==> src/rtl/mc_ctrl.sv <==
// Multi-cycle control sequencer for the MIPS-lite datapath.
// Walks each instruction through fetch/decode/execute/memory/write-back.
module mc_ctrl (
  input  logic       clk,
  input  logic       rst,
  input  logic [5:0] op,
  input  logic [5:0] funct,
  input  logic       zero,
  output logic       pc_wr,
  output logic [1:0] npc_sel,
  output logic       ir_wr,
  output logic       gpr_wr,
  output logic [1:0] reg_dst,
  output logic [1:0] wd_sel,
  output logic       alu_src,
  output logic [1:0] alu_op,
  output logic [1:0] ext_op,
  output logic       dm_wr,
  output logic       illegal,
  output logic [3:0] state
);

  typedef enum logic [3:0] {
    S_FETCH  = 4'd0,
    S_DECODE = 4'd1,
    S_MA     = 4'd2,
    S_MR     = 4'd3,
    S_MWB    = 4'd4,
    S_MW     = 4'd5,
    S_EXE    = 4'd6,
    S_RWB    = 4'd7,
    S_BR     = 4'd8,
    S_JMP    = 4'd9
  } state_e;

  state_e state_q, state_d;

  logic r_type;
  logic is_addu, is_subu, is_jr;
  logic is_ori, is_lui, is_lw, is_sw;
  logic is_beq, is_j, is_jal;
  logic c_mem, c_alu, c_br, c_jmp;

  assign r_type  = (op == 6'b000000);
  assign is_addu = r_type && (funct == 6'b100001);
  assign is_subu = r_type && (funct == 6'b100011);
  assign is_jr   = r_type && (funct == 6'b001000);
  assign is_ori  = (op == 6'b001101);
  assign is_lui  = (op == 6'b001111);
  assign is_lw   = (op == 6'b100011);
  assign is_sw   = (op == 6'b101011);
  assign is_beq  = (op == 6'b000100);
  assign is_j    = (op == 6'b000010);
  assign is_jal  = (op == 6'b000011);

  assign c_mem = is_lw | is_sw;
  assign c_alu = is_addu | is_subu | is_ori | is_lui;
  assign c_br  = is_beq;
  assign c_jmp = is_j | is_jal | is_jr;

  always_comb begin
    state_d = S_FETCH;
    case (state_q)
      S_FETCH:  state_d = S_DECODE;
      S_DECODE: begin
        unique case (1'b1)
          c_mem:   state_d = S_MA;
          c_alu:   state_d = S_EXE;
          c_br:    state_d = S_BR;
          c_jmp:   state_d = S_JMP;
          default: state_d = S_FETCH;
        endcase
      end
      S_MA:     state_d = is_sw ? S_MW : S_MR;
      S_MR:     state_d = S_MWB;
      S_EXE:    state_d = S_RWB;
      default:  state_d = S_FETCH;
    endcase
  end

  always_ff @(posedge clk or negedge rst) begin
    if (!rst) begin
      state_q <= S_FETCH;
    end else begin
      state_q <= state_d;
    end
  end

  logic       pc_wr_c, ir_wr_c, gpr_wr_c;
  logic       dm_wr_c, ill_c, alu_src_c;
  logic [1:0] npc_c, reg_dst_c, wd_c;
  logic [1:0] alu_op_c, ext_c;

  always_comb begin
    pc_wr_c   = 1'b0;
    ir_wr_c   = 1'b0;
    gpr_wr_c  = 1'b0;
    dm_wr_c   = 1'b0;
    ill_c     = 1'b0;
    alu_src_c = 1'b0;
    npc_c     = 2'b00;
    reg_dst_c = 2'b00;
    wd_c      = 2'b00;
    alu_op_c  = 2'b00;
    ext_c     = 2'b00;
    case (state_q)
      S_FETCH: begin
        ir_wr_c = 1'b1;
        pc_wr_c = 1'b1;
      end
      S_DECODE: begin
        ill_c = !(c_mem | c_alu | c_br | c_jmp);
      end
      S_MA, S_MW: begin
        alu_src_c = 1'b1;
        ext_c     = 2'b01;
        dm_wr_c   = (state_q == S_MW);
      end
      S_MWB: begin
        gpr_wr_c = 1'b1;
        wd_c     = 2'b01;
      end
      // RWB keeps the EXE ALU controls so the result stays stable
      S_EXE, S_RWB: begin
        unique case (1'b1)
          is_subu: alu_op_c = 2'b01;
          is_ori: begin
            alu_src_c = 1'b1;
            alu_op_c  = 2'b10;
          end
          is_lui: begin
            alu_src_c = 1'b1;
            ext_c     = 2'b10;
            alu_op_c  = 2'b10;
          end
          default: alu_op_c = 2'b00;
        endcase
        if (state_q == S_RWB) begin
          gpr_wr_c  = 1'b1;
          reg_dst_c = r_type ? 2'b01 : 2'b00;
        end
      end
      S_BR: begin
        alu_op_c = 2'b01;
        npc_c    = 2'b11;
        pc_wr_c  = zero;
      end
      S_JMP: begin
        pc_wr_c = 1'b1;
        npc_c   = is_jr ? 2'b10 : 2'b01;
        if (is_jal) begin
          gpr_wr_c  = 1'b1;
          reg_dst_c = 2'b10;
          wd_c      = 2'b10;
        end
      end
      default: ;
    endcase
  end

  // Reset gates everything: FETCH would otherwise assert ir_wr/pc_wr
  assign pc_wr   = rst & pc_wr_c;
  assign ir_wr   = rst & ir_wr_c;
  assign gpr_wr  = rst & gpr_wr_c;
  assign dm_wr   = rst & dm_wr_c;
  assign illegal = rst & ill_c;
  assign alu_src = rst & alu_src_c;
  assign npc_sel = rst ? npc_c : 2'b00;
  assign reg_dst = rst ? reg_dst_c : 2'b00;
  assign wd_sel  = rst ? wd_c : 2'b00;
  assign alu_op  = rst ? alu_op_c : 2'b00;
  assign ext_op  = rst ? ext_c : 2'b00;
  assign state   = rst ? state_q : 4'd0;

endmodule

==> config.mk <==
export PLATFORM = sky130hd
export DESIGN_NAME = mc_ctrl
export DESIGN_NICKNAME = d
export VERILOG_FILES = /design/src/rtl/mc_ctrl.sv
export SDC_FILE = /design/constraint.sdc
export NUM_CORES = 1
export LEC_CHECK = 0
export CAP_MARGIN = 25
export CORE_MARGIN = 3
export CORE_UTILIZATION = 33
export CTS_CLUSTER_DIAMETER = 40
export DETAILED_ROUTE_END_ITERATION = 10
export GPL_ROUTABILITY_DRIVEN = 0
export PLACE_DENSITY = 0.78
export SYNTH_ARGS = -nofsm -noshare
export SYNTH_HDL_FRONTEND = slang
export SYNTH_SLANG_ARGS = --single-unit
==> constraint.sdc <==
create_clock -name clk -period 1.4 [get_ports clk]
set_input_delay 0.21 -clock clk [delete_from_list [all_inputs] [get_ports clk]]
set_output_delay 0.21 -clock clk [all_outputs]
set_load 0.05 [all_outputs]
==> results.md, run 1 <==
* Status: stopped before the end
* Fail Step: detailed placement
* Error msg: [ERROR DPL-0033] detailed placement checks failed during check placement.
* Die Height at 48.4 um
* DP Wirelength at 3320 um
* Die width at 48.4 um
* Post-Synth Simple-Gate Area at 0.540
* EDFF count, synth at 0
* Ys flop type: dfrtp_1
* Synth Area in Compound Gates at 0.222
* Synthesized area per cell at 7.60 um2
* Ports at 35
* Warning count from the yosys run at 0
* Xor/xnor share of the synthesized area at 0
* Netlist Area Pre-Place at approximately 600 um2
* Top cells by area, synth: dfrtp_1, and2_1, nand2b_1
* Mapped Cells at 78
* Most common cell in the netlist: nor2_1
* Initial core utilization at 0.372
* Row count at 14
* Post-synth top area cell: dfrtp_1
* Netlist cell types at 37
* Sequential fraction of the synthesis area at 0.169
* Commonest cells post-synth: nor2_1, and2_1, inv_1, nand2_1, nand2b_1
* Adder-Cell Fraction of Synth Area at 0
* Post-synth ARST share at 1.00
* Post-synthesis mux area share at 0.0169
* Synth Register Bits at 4
* Port buffer count at 34
* Syn_nets at just over 90
* Largest family of logic cells by synthesized area: simple AND/OR/NAND/NOR gates
* Top cell type's share of synthesized area at 0.169
## stage by stage
stage | setup WS (ns) | hold slack (ns) | cells | TNS (ns)
global placement | -0.718 | 0.592 | 171 | -10.23
floorplan | -0.600 | -0.0856 | 78 | -3.35
## kinds of logic after synthesis
group                  count (synthesis)
AO/OA/AOI/OAI                         16
buffers and inverters                  8
flip-flops                             4
multiplexers                           1
AND/OR/NAND/NOR                       49
==> run 2: changes to the inputs <==
==> config.mk (replaced) <==
export PLATFORM = sky130hd
export DESIGN_NAME = mc_ctrl
export DESIGN_NICKNAME = d
export VERILOG_FILES = /design/src/rtl/mc_ctrl.sv
export SDC_FILE = /design/constraint.sdc
export NUM_CORES = 1
export LEC_CHECK = 0
export CAP_MARGIN = 25
export CORE_AREA = 3 3 64 66
export DETAILED_ROUTE_END_ITERATION = 10
export DIE_AREA = 0 0 67 69
export GPL_ROUTABILITY_DRIVEN = 0
export PLACE_DENSITY_LB_ADDON = 0.15
export SYNTH_ARGS = -nofsm -noshare
export SYNTH_HDL_FRONTEND = slang
export SYNTH_SLANG_ARGS = --single-unit
==> constraint.sdc (replaced) <==
create_clock -name clk -period 1.8 [get_ports clk]
set_input_delay 0.27 -clock clk [delete_from_list [all_inputs] [get_ports clk]]
set_output_delay 0.27 -clock clk [all_outputs]
set_load 0.05 [all_outputs]
==> results.md, run 2 <==
* Largest net degree at the start of global routing at 11
* Most frequent cells in the layout: buf_4, buf_12, buf_6, dlygate4sd2_1
* RSZ-0062 raised after global routing: yes
* Synthesized area per cell at 7.60 um2
* Sequential fraction of the synthesis area at 0.169
* Port buffer count at 34
* Num Clock Sinks at 4
* Nets at around 170
* Mapped Cells at 78
* Peak VDD IR at 0.309 mV
* Crit path arrival time at 1.63 ns
* Commonest non-fill, non-tap cell in the layout: buf_4
* Via density per instance at 4.42
* Rel. slew slack at 0.806
* Worst-path fanout max at 2
* Post-detailed-route wirelength per cell at 12.9 um
* Initial antenna violation count at 0
* Initial core utilization at 0.163
* First-pass GRT wire length at 4150 um
* Inserted Diodes at 0
* Number of H-tree levels at 1
* Row count at 22
* Fin worst setup slack at -0.0993 ns
* Startpoint types: input port
* Routed vias at 879
* Clk buf depth at 2
* Warning count from the yosys run at 0
* Final Skew at 0.00189 ns
* Most common cell in the netlist: nor2_1
* Gr ovfl total at 0
* GRT Util Overall at 0.114
* Status: finished, violations left
* Max incr delay on CP at between 0.5 and 0.6 ns
* Num CTS Buffers at 3
* Worst Max-Slew Pin Slew at 0.289 ns
* Most flops, register: state_q
* Ys flop type: dfrtp_1
* DIE AREA at 0.00462 mm2
* Hold WC Path Type: input port to asynchronous set/reset pin
* DP Wirelength at 2070 um
* Placed insts at 190
* Max-slew violation count at 0
* Worst Path Required at 1.53 ns
* Maxcap violations at 0
* Filler cell count at ~340
* Top cell type's share of synthesized area at 0.169
* Die Height at 69 um
* # DRC at 0
* Leakage at 0.722 nW
* Layout cells sized above 1 at 0.742
* Max reg flops at 4
* Routed wire length at around 2600 um
* DRT iter0 DRCs at 9
* Die width at 67 um
* Placed cell area at 0.00153 mm2
* Netlist Area Pre-Place at 593 um2
* Failing checks: negative setup slack
* Core Region at 0.00363 mm2
* Syn_nets at 93
* CP Cell Sequence: buf_6 -> or4_4 -> buf_6 -> buf_6 -> nor4_4 -> buf_12
* Fin area at 0.00177 mm2
* EDFF count, synth at 0
* Clock Latency Late Sink at between 0.2 and 0.25 ns
* Non-filler cells in the finished layout at 199
* Top flop regs: state_q: 4 flops
* Root Buffer: clkbuf_8
* Area Overhead vs Synth at 199%
* Number of global-route vias before repair at approximately 900
* Endpoints failing hold at 0
* Commonest cells post-synth: nor2_1, and2_1, inv_1, nand2_1, nand2b_1
* Worst Setup End Kind: output pin
* Ports at 35
* FMAX at 527 MHz
* Final setup vio count at 8
* Most used cell, CP: buf_6
* Clock slew at reported path FFs at ~0.03 ns
* Buf/Inv on CP at 4
* Fin crit period at 1.90 ns
* Top cells by area, synth: dfrtp_1, and2_1, nand2b_1
* Crit share post-route at 1.06
* Register-to-register path setup slack at 0.28 ns
* Slowest CP cell: or4_4
* Iteration count of the initial detailed-routing pass at 3
* Netlist cell types at 37
* CTS tree: done
* Antenna Nets Post-Route at 0
* Post-synth ARST share at 1.00
* P per Cell Area at 646 mW/mm2
* Post-synth top area cell: dfrtp_1
* Critical path's top delay family: simple AND/OR/NAND/NOR gates
* Crit Path Class: input port to output pin
* Synth Register Bits at 4
-- run 2: cells by family after synthesis --
logic type / Yosys count / synth area share
simple gates: 49 / 0.540
mux: 1 / 0.0169
buf+inv: 8 / 0.0527
flops: 4 / 0.169
compound gates: 16 / 0.222
-- run 2: final timing paths --
kind                            startpoint         end  depth (start not counted)
worst max-delay path                 op[2]   wd_sel[1]                          6
worst min-delay path                   rst  state_q[3]                          2
worst max register to register  state_q[1]  state_q[1]                          5
worst min register to register  state_q[3]  state_q[0]                          3
max in group asynchronous              rst  state_q[2]                          2
min in group clk                     op[4]  state_q[3]                          6
-- run 2: routing by layer --
layer / vias to the layer above / GRT usage / wire (um) / share of wire
li1: 441 / - / - / -
met1: 404 / 0.135 / 1070 / 0.42
met2: 30 / 0.197 / 1300 / 0.51
met3: 4 / 0.0147 / 144 / 0.056
met4: 0 / 0.0541 / 51 / 0.020
met5: - / 0 / 0 / 0
-- run 2: cell type report --
class	count	area [um2]	area share
Multi-Input combinational cell	66	706	0.398
Clock buffer	4	45.0	0.0254
Inverter	5	21.3	0.0120
Sequential cell	4	105	0.0593
Timing Repair Buffer	72	836	0.471
Tap cell	48	60.1	0.0339
-- run 2: per-stage QoR --
stage | worst slack (ns) | util | hold slack [ns] | TNS (ns) | power [mW]
floorplan | -0.320 | - | -0.0256 | -1.08 | 0.517
global placement | -0.465 | 0.420 | 0.607 | -5.35 | 0.835
detailed placement | -0.473 | 0.420 | 0.617 | -5.41 | 0.843
CTS | -0.165 | 0.456 | 0.142 | -0.776 | 1.07
global route | -0.148 | 0.488 | 0.203 | -0.948 | 1.21
finish | -0.0993 | 0.488 | 0.147 | -0.431 | 1.14
-- run 2: timing repair --
item,4_1_cts,5_1_grt
setup buffers,5,1
resized for setup,55,25
endpoints found under the setup margin,17,14
pin swaps,14,13
hold buffers,0,0
-- run 2: power by group --
part	switching [mW]	internal (mW)	total, mW
logic	0.434	0.356	0.790
registers	0.0406	0.112	0.152
clock network	0.0509	0.152	0.203
total	0.526	0.619	1.14
No activity file was read; power rests on OpenSTA's default activity.
